<file path="src/rtl/fifo_multi_clearable_pkg.sv">
// Shared types for the multi-channel clearable FIFO bank.
// Only the per-channel clear state lives here; widths stay local to each module.
package fifo_multi_clearable_pkg;

  typedef enum logic {
    CLR_IDLE    = 1'b0,
    CLR_PENDING = 1'b1
  } clear_state_e;

endpackage

</file>
<file path="src/rtl/fifo_channel_clearable.sv">
// One FIFO channel: binary pointers with an extra wrap bit, unreset storage,
// and a clear FSM that holds the channel closed for CLEAR_CYCLES cycles.
module fifo_channel_clearable
  import fifo_multi_clearable_pkg::*;
#(
  parameter type T            = logic [31:0],
  parameter int  LOG_DEPTH    = 3,
  parameter int  CLEAR_CYCLES = 2,
  parameter int  ALMOST_FULL  = (2**LOG_DEPTH) - 1
) (
  input  logic             clk_i,
  input  logic             rst_i,
  input  logic             clear_i,
  output logic             clear_pending_o,
  input  T                 data_i,
  input  logic             valid_i,
  output logic             ready_o,
  output T                 data_o,
  output logic             valid_o,
  input  logic             ready_i,
  output logic [LOG_DEPTH:0] usage_o,
  output logic             almost_full_o
);

  localparam int DEPTH = 2**LOG_DEPTH;
  localparam int PW    = LOG_DEPTH + 1;
  localparam int CW    = (CLEAR_CYCLES > 1) ? $clog2(CLEAR_CYCLES) : 1;

  localparam logic [PW-1:0] DEPTH_P  = PW'(DEPTH);
  localparam logic [PW-1:0] AF_P     = PW'(ALMOST_FULL);
  localparam logic [CW-1:0] CNT_INIT = CW'(CLEAR_CYCLES - 1);

  logic [PW-1:0] wptr_q, wptr_d;
  logic [PW-1:0] rptr_q, rptr_d;
  logic [CW-1:0] cnt_q, cnt_d;
  clear_state_e  state_q, state_d;
  T              mem_q [DEPTH];

  logic [PW-1:0] usage;
  logic          full, empty, pending, push, pop;

  // Handshake and status; only ready_o looks at an input (clear_i).
  always_comb begin
    usage           = wptr_q - rptr_q;
    full            = (usage == DEPTH_P);
    empty           = (usage == '0);
    pending         = (state_q == CLR_PENDING);
    ready_o         = !full && !clear_i && !pending;
    valid_o         = !empty && !pending;
    push            = valid_i && ready_o;
    pop             = valid_o && ready_i && !clear_i;
    usage_o         = pending ? '0 : usage;
    almost_full_o   = !pending && (usage >= AF_P);
    clear_pending_o = pending;
    data_o          = valid_o ? mem_q[rptr_q[LOG_DEPTH-1:0]] : '0;
  end

  // A clear dominates any same-cycle push or pop and (re)starts the window.
  always_comb begin
    wptr_d  = wptr_q;
    rptr_d  = rptr_q;
    cnt_d   = cnt_q;
    state_d = state_q;
    if (clear_i) begin
      wptr_d  = '0;
      rptr_d  = '0;
      cnt_d   = CNT_INIT;
      state_d = CLR_PENDING;
    end else begin
      if (push) wptr_d = wptr_q + PW'(1);
      if (pop)  rptr_d = rptr_q + PW'(1);
      if (pending) begin
        if (cnt_q == '0) state_d = CLR_IDLE;
        else             cnt_d   = cnt_q - CW'(1);
      end
    end
  end

  always_ff @(posedge clk_i) begin
    if (rst_i) begin
      wptr_q  <= '0;
      rptr_q  <= '0;
      cnt_q   <= '0;
      state_q <= CLR_IDLE;
    end else begin
      wptr_q  <= wptr_d;
      rptr_q  <= rptr_d;
      cnt_q   <= cnt_d;
      state_q <= state_d;
    end
  end

  always_ff @(posedge clk_i) begin
    if (push) mem_q[wptr_q[LOG_DEPTH-1:0]] <= data_i;
  end

  // Re-clearing an already pending channel is a protocol violation upstream.
  a_no_clear_while_pending: assert property (
    @(posedge clk_i) disable iff (rst_i) !(pending && clear_i)
  );

endmodule

</file>
<file path="src/rtl/fifo_multi_clearable.sv">
// Bank of NUM_CH independent clearable FIFOs sharing one clock and reset.
module fifo_multi_clearable
  import fifo_multi_clearable_pkg::*;
#(
  parameter int  NUM_CH       = 4,
  parameter int  WIDTH        = 32,
  parameter type T            = logic [WIDTH-1:0],
  parameter int  LOG_DEPTH    = 3,
  parameter int  CLEAR_CYCLES = 2,
  parameter int  ALMOST_FULL  = (2**LOG_DEPTH) - 1
) (
  input  logic                              clk_i,
  input  logic                              rst_i,
  input  logic [NUM_CH-1:0]                 clear_i,
  output logic [NUM_CH-1:0]                 clear_pending_o,
  input  T     [NUM_CH-1:0]                 data_i,
  input  logic [NUM_CH-1:0]                 valid_i,
  output logic [NUM_CH-1:0]                 ready_o,
  output T     [NUM_CH-1:0]                 data_o,
  output logic [NUM_CH-1:0]                 valid_o,
  input  logic [NUM_CH-1:0]                 ready_i,
  output logic [NUM_CH-1:0][LOG_DEPTH:0]    usage_o,
  output logic [NUM_CH-1:0]                 almost_full_o
);

  for (genvar c = 0; c < NUM_CH; c++) begin : g_ch
    fifo_channel_clearable #(
      .T            (T),
      .LOG_DEPTH    (LOG_DEPTH),
      .CLEAR_CYCLES (CLEAR_CYCLES),
      .ALMOST_FULL  (ALMOST_FULL)
    ) u_ch (
      .clk_i           (clk_i),
      .rst_i           (rst_i),
      .clear_i         (clear_i[c]),
      .clear_pending_o (clear_pending_o[c]),
      .data_i          (data_i[c]),
      .valid_i         (valid_i[c]),
      .ready_o         (ready_o[c]),
      .data_o          (data_o[c]),
      .valid_o         (valid_o[c]),
      .ready_i         (ready_i[c]),
      .usage_o         (usage_o[c]),
      .almost_full_o   (almost_full_o[c])
    );
  end

endmodule

</file>
<file path="config.mk">
export PLATFORM = sky130hd
export DESIGN_NAME = fifo_multi_clearable
export DESIGN_NICKNAME = d
export VERILOG_FILES = /design/src/rtl/fifo_multi_clearable_pkg.sv /design/src/rtl/fifo_channel_clearable.sv /design/src/rtl/fifo_multi_clearable.sv
export SDC_FILE = /design/constraint.sdc
export NUM_CORES = 1
export LEC_CHECK = 0
export CAP_MARGIN = 20
export CORE_MARGIN = 2
export CORE_UTILIZATION = 54
export CTS_CLUSTER_DIAMETER = 100
export DETAILED_ROUTE_END_ITERATION = 12
export GPL_TIMING_DRIVEN = 0
export PLACE_DENSITY = 0.74
export SYNTH_ARGS = -nofsm -noshare
export SYNTH_HDL_FRONTEND = slang
export SYNTH_HIERARCHICAL = 1
export SYNTH_SLANG_ARGS = --single-unit
</file>
<file path="constraint.sdc">
create_clock -name clk_i -period 11.8 [get_ports clk_i]
set_clock_uncertainty 0.1 [all_clocks]
set_input_delay 1.77 -clock clk_i [delete_from_list [all_inputs] [get_ports clk_i]]
set_output_delay 1.77 -clock clk_i [all_outputs]
set_load 0.05 [all_outputs]
</file>
==> Flow_metrics.wiki <==
{| class="wikitable"
! Metric !! Value
|-
| Power density cells || 154.0 nW/um^2
|-
| Mux cell area share after synthesis || 17.26%
|-
| Mean Syn Cell Area || 20.87 um^2
|-
| Top cells by instance count after synthesis || 1,024 x sky130_fd_sc_hd__edfxtp_1, 256 x sky130_fd_sc_hd__mux4_2, 164 x sky130_fd_sc_hd__nor2_1
|-
| Cell type with the highest occurrence count on the critical path || sky130_fd_sc_hd__inv_1
|-
| Compound-cell area share of the yosys netlist || 1.468%
|-
| Sequential area share after synthesis || 75.49%
|-
| Placed wire-length estimate || 58,130 um
|-
| Cell area after synthesis || 42,110 um^2
|-
| Total overflow reported by the global router || 0
|-
| Reg-to-reg setup timing slack || 7.91 ns
|-
| Count of buffers inserted at the top-level ports || 301
|-
| Area of the die || 80,230 um^2
|-
| Iteration-0 DRC count of the detailed router || 1,755
|-
| H-tree level count || 3
|-
| Crit-path cells || inv_1 > ha_1 > inv_1 > fa_1 > xnor2_1 > nand3b_1 > o31ai_4 > buf_2 > nor2_1 > clkdlybuf4s50_1
|-
| Outcome || completed
|-
| Y dimension of the die || 283.3 um
|-
| Delay of the slowest cell on the worst path || 0.71 ns
|-
| Overall routing resource usage || 22.38%
|-
| Vias in the first global route || 22,420
|-
| Master of the slowest instance on the critical path || sky130_fd_sc_hd__clkdlybuf4s50_1
|-
| Core footprint || 77,340 um^2
|-
| Latest clock arrival within the worst-skew pair || 0.65 ns
|-
| Final worst-path cycle share || 53.03%
|-
| Async SR Flop Fraction || 0%
|-
| Ranking of synthesized cells by area || sky130_fd_sc_hd__edfxtp_1 73%, sky130_fd_sc_hd__mux4_2 14%, sky130_fd_sc_hd__mux2i_1 3.6%
|-
| Path type of the worst min-delay path || flip-flop to flip-flop
|-
| Simple-gate share of the synthesized area || 3.387%
|-
| Clock input transition at the sequential cells of the worst setup and hold paths || 0.07 ns
|-
| CP Class || flip-flop to output port
|-
| Number of flip-flops and latches in the synthesized netlist || 1,076
|-
| Category of the worst setup path capture point || output port
|-
| Adder-cell share of the synthesized area || 0.7844%
|-
| Library cell with the largest summed area after synthesis || sky130_fd_sc_hd__edfxtp_1
|-
| Post-CTS setup repair buffer count || 0
|-
| Origin of the worst setup path || g_ch[3].u_ch/wptr_q[0]
|-
| Cell at the root of the clock tree || sky130_fd_sc_hd__clkbuf_16
|-
| Finish-stage setup viols || 0
|-
| Filler cells || 5,047
|-
| Top-area cell type share of the netlist area || 73.02%
|-
| Number of max-slew violations in the final report || 0
|-
| Xor/xnor share of the synthesized area || 0.3328%
|-
| Max VDD drop || 0.0001406 V
|-
| Boundary pin count || 302
|-
| Static leakage || 15.84 nW
|-
| Min cycle time layout || 6.257 ns
|-
| DRC Markers || 0
|-
| DIE WIDTH || 283.3 um
|-
| CTS Buf Count || 106
|-
| Post-cts sizing count || 0
|-
| Commonest register cell after synthesis || sky130_fd_sc_hd__edfxtp_1
|-
| Worst min-delay path startpoint || g_ch[3].u_ch/cnt_q
|-
| Achievable Freq || 159.8 MHz
|-
| Library cell with the highest instance count after synthesis || sky130_fd_sc_hd__edfxtp_1
|-
| Reg2Reg Capture Point || g_ch[3].u_ch/mem_q[3][14]
|-
| Critical path arrival || 4.39 ns
|-
| Total design power || 7.836 mW
|-
| Unrepaired setup endpoints after global routing || no
|-
| Number of antenna violations at the first check in global routing || 8
|-
| Hold buffers post-CTS || 0
|-
| EDFF count, synth || 1,024
|-
| Count of mapped cells out of synthesis || 2,018
|-
| Transition time of the tightest slew-check pin || 1.072 ns
|-
| Net count after synthesis || 2,184
|-
| Effective utilization at floorplan || 54.45%
|-
| Ratio of cells with drive above 1 in the final layout || 23.03%
|-
| Largest family of logic cells by synthesized area || multiplexers
|-
| Area growth from synthesis to final layout || 20.83%
|-
| Pin count of the biggest net entering global routing || 33
|-
| Synth warn || 6
|-
| Count of different cell masters after synthesis || 38
|-
| CP Capture Point || data_o[113]
|-
| Core utilization of the finished layout || 65.79%
|-
| Setup tns final || 0 ns
|-
| Nets || 2,678
|-
| Wire length of the first global-routing pass || 136,200 um
|-
| Critical-path maximum fanout || 10
|-
| Total of max-cap violations || 0
|-
| Worst slew margin relative to its limit || 27.92%
|-
| Per-cell routed wire length || 24.49 um
|-
| Core Rows || 102
|-
| Pre-antenna DRT Iters || 5
|-
| Cell depth of the worst flop-to-flop path || 11
|-
| Crit path launch type || flip-flop
|-
| Clock tree from TritonCTS || done
|-
| Final WL || 89,130 um
|-
| Global placement routability congestion || 0.7972
|-
| Total clock sinks || 1,076
|-
| Mean number of vias per cell || 5.837
|-
| CP Data Required Time || 9.93 ns
|-
| Overall via count from detail_route || 21,250
|-
| ANT nets after route || 0
|-
| Hold violation total from the final report || 0
|-
| Worst flop-to-flop path startpoint || g_ch[3].u_ch/wptr_q[0]
|-
| Clk buf depth || 3
|}
[worst min path at each step]
stage | end | slack [ns] | cells past startpoint
2_1_floorplan | g_ch[0].u_ch/clear_pending_o | 0.36 | 2
5_1_grt | g_ch[3].u_ch/clear_pending_o | 0.43 | 2
3_3_place_gp | g_ch[2].u_ch/cnt_q | 0.37 | 2
6_report | g_ch[3].u_ch/cnt_q | 0.39 | 2
4_1_cts | g_ch[0].u_ch/rptr_q[3] | 0.39 | 2
3_5_place_dp | g_ch[0].u_ch/rptr_q[3] | 0.38 | 2
[stage by stage]
step | instances | area (um^2) | hold slack (ns) | setup slack [ns]
2_1_floorplan | 2018 | 42110 | 0.3573 | 5.907
3_3_place_gp | 3359 | 46420 | 0.3699 | 2.196
3_5_place_dp | 3444 | 47510 | 0.3769 | 6.269
5_1_grt | 3640 | 50880 | 0.4312 | 5.324
6_report | 3640 | 50880 | 0.3910 | 5.543
4_1_cts | 3637 | 50870 | 0.3916 | 5.546
[placed cells by master, fill, tap and decap left out, types with 8 or more instances in the layout]
cell type                         count
sky130_fd_sc_hd__edfxtp_1          1024
sky130_fd_sc_hd__clkdlybuf4s50_1    301
sky130_fd_sc_hd__mux4_2             256
sky130_fd_sc_hd__nor2_1             160
sky130_fd_sc_hd__mux2i_1            150
sky130_fd_sc_hd__clkbuf_16          108
sky130_fd_sc_hd__clkbuf_1            74
sky130_fd_sc_hd__dfxtp_1             52
sky130_fd_sc_hd__nand2_1             44
sky130_fd_sc_hd__buf_2               40
sky130_fd_sc_hd__buf_4               37
sky130_fd_sc_hd__buf_6               33
sky130_fd_sc_hd__inv_1               28
sky130_fd_sc_hd__a21oi_1             22
sky130_fd_sc_hd__nor3_1              22
sky130_fd_sc_hd__clkinv_1            20
sky130_fd_sc_hd__nor3_2              20
sky130_fd_sc_hd__ha_1                20
sky130_fd_sc_hd__clkinv_2            17
sky130_fd_sc_hd__xnor2_1             16
sky130_fd_sc_hd__buf_1               12
sky130_fd_sc_hd__nand3b_1             8
sky130_fd_sc_hd__nor4_2               8
[where the power goes]
group / switching [mW] / total [mW] / leakage [nW] / internal (mW)
registers: 0.00785 / 4.21 / 9.66 / 4.21
clock network: 1.39 / 3.24 / 1.62 / 1.85
logic: 0.239 / 0.387 / 4.56 / 0.148
[logic make-up after synthesis]
family	count (synthesis)
buf+inv	130
xor+xnor	16
mux	406
flops	1076
simple gates	302
fa+ha+maj	24
compound gates	64
[layout make-up]
cell class                 instances  area, um^2  share of cell area [%]
timing repair buffer             386        3950                   7.763
tap                             1040        1301                   2.557
clock buffer                     138        2835                   5.572
clock inverter                    55       531.8                   1.045
multi-input combinational        812        9927                   19.51
buffer                            98       417.9                  0.8213
inverter                          32       120.1                  0.2361
antenna                            3       7.507                 0.01475
sequential                      1076       31790                   62.48
[critical path, delay by kind of cell, from the launching register on]
kind | cells | cell delay, ns
flops | 1 | 0.39
simple gates | 2 | 0.41
compound gates | 1 | 0.60
fa+ha+maj | 2 | 0.58
buf+inv | 4 | 1.35
xor+xnor | 1 | 0.39
[routing by layer]
| layer | global-route usage, % | share of wire, % | routed length, um |
|---|---|---|---|
| met4 | 5.741 | 1.8 | 1574 |
| met3 | 3.696 | 5.9 | 5261 |
| met1 | 29.20 | 40 | 35300 |
| met5 | 0 | 0.058 | 52 |
| met2 | 39.41 | 53 | 46950 |
[flip-flops by register name (all words and copies together), names as in the netlist, named ones only]
| name | count |
|---|---|
| g_ch.u_ch/rptr_q | 16 |
| g_ch.u_ch/wptr_q | 16 |
| g_ch.u_ch/clear_pending_o | 4 |
| g_ch.u_ch/cnt_q | 4 |
| g_ch.u_ch/mem_q | 1024 |
No activity file was read; power rests on OpenSTA's default activity.
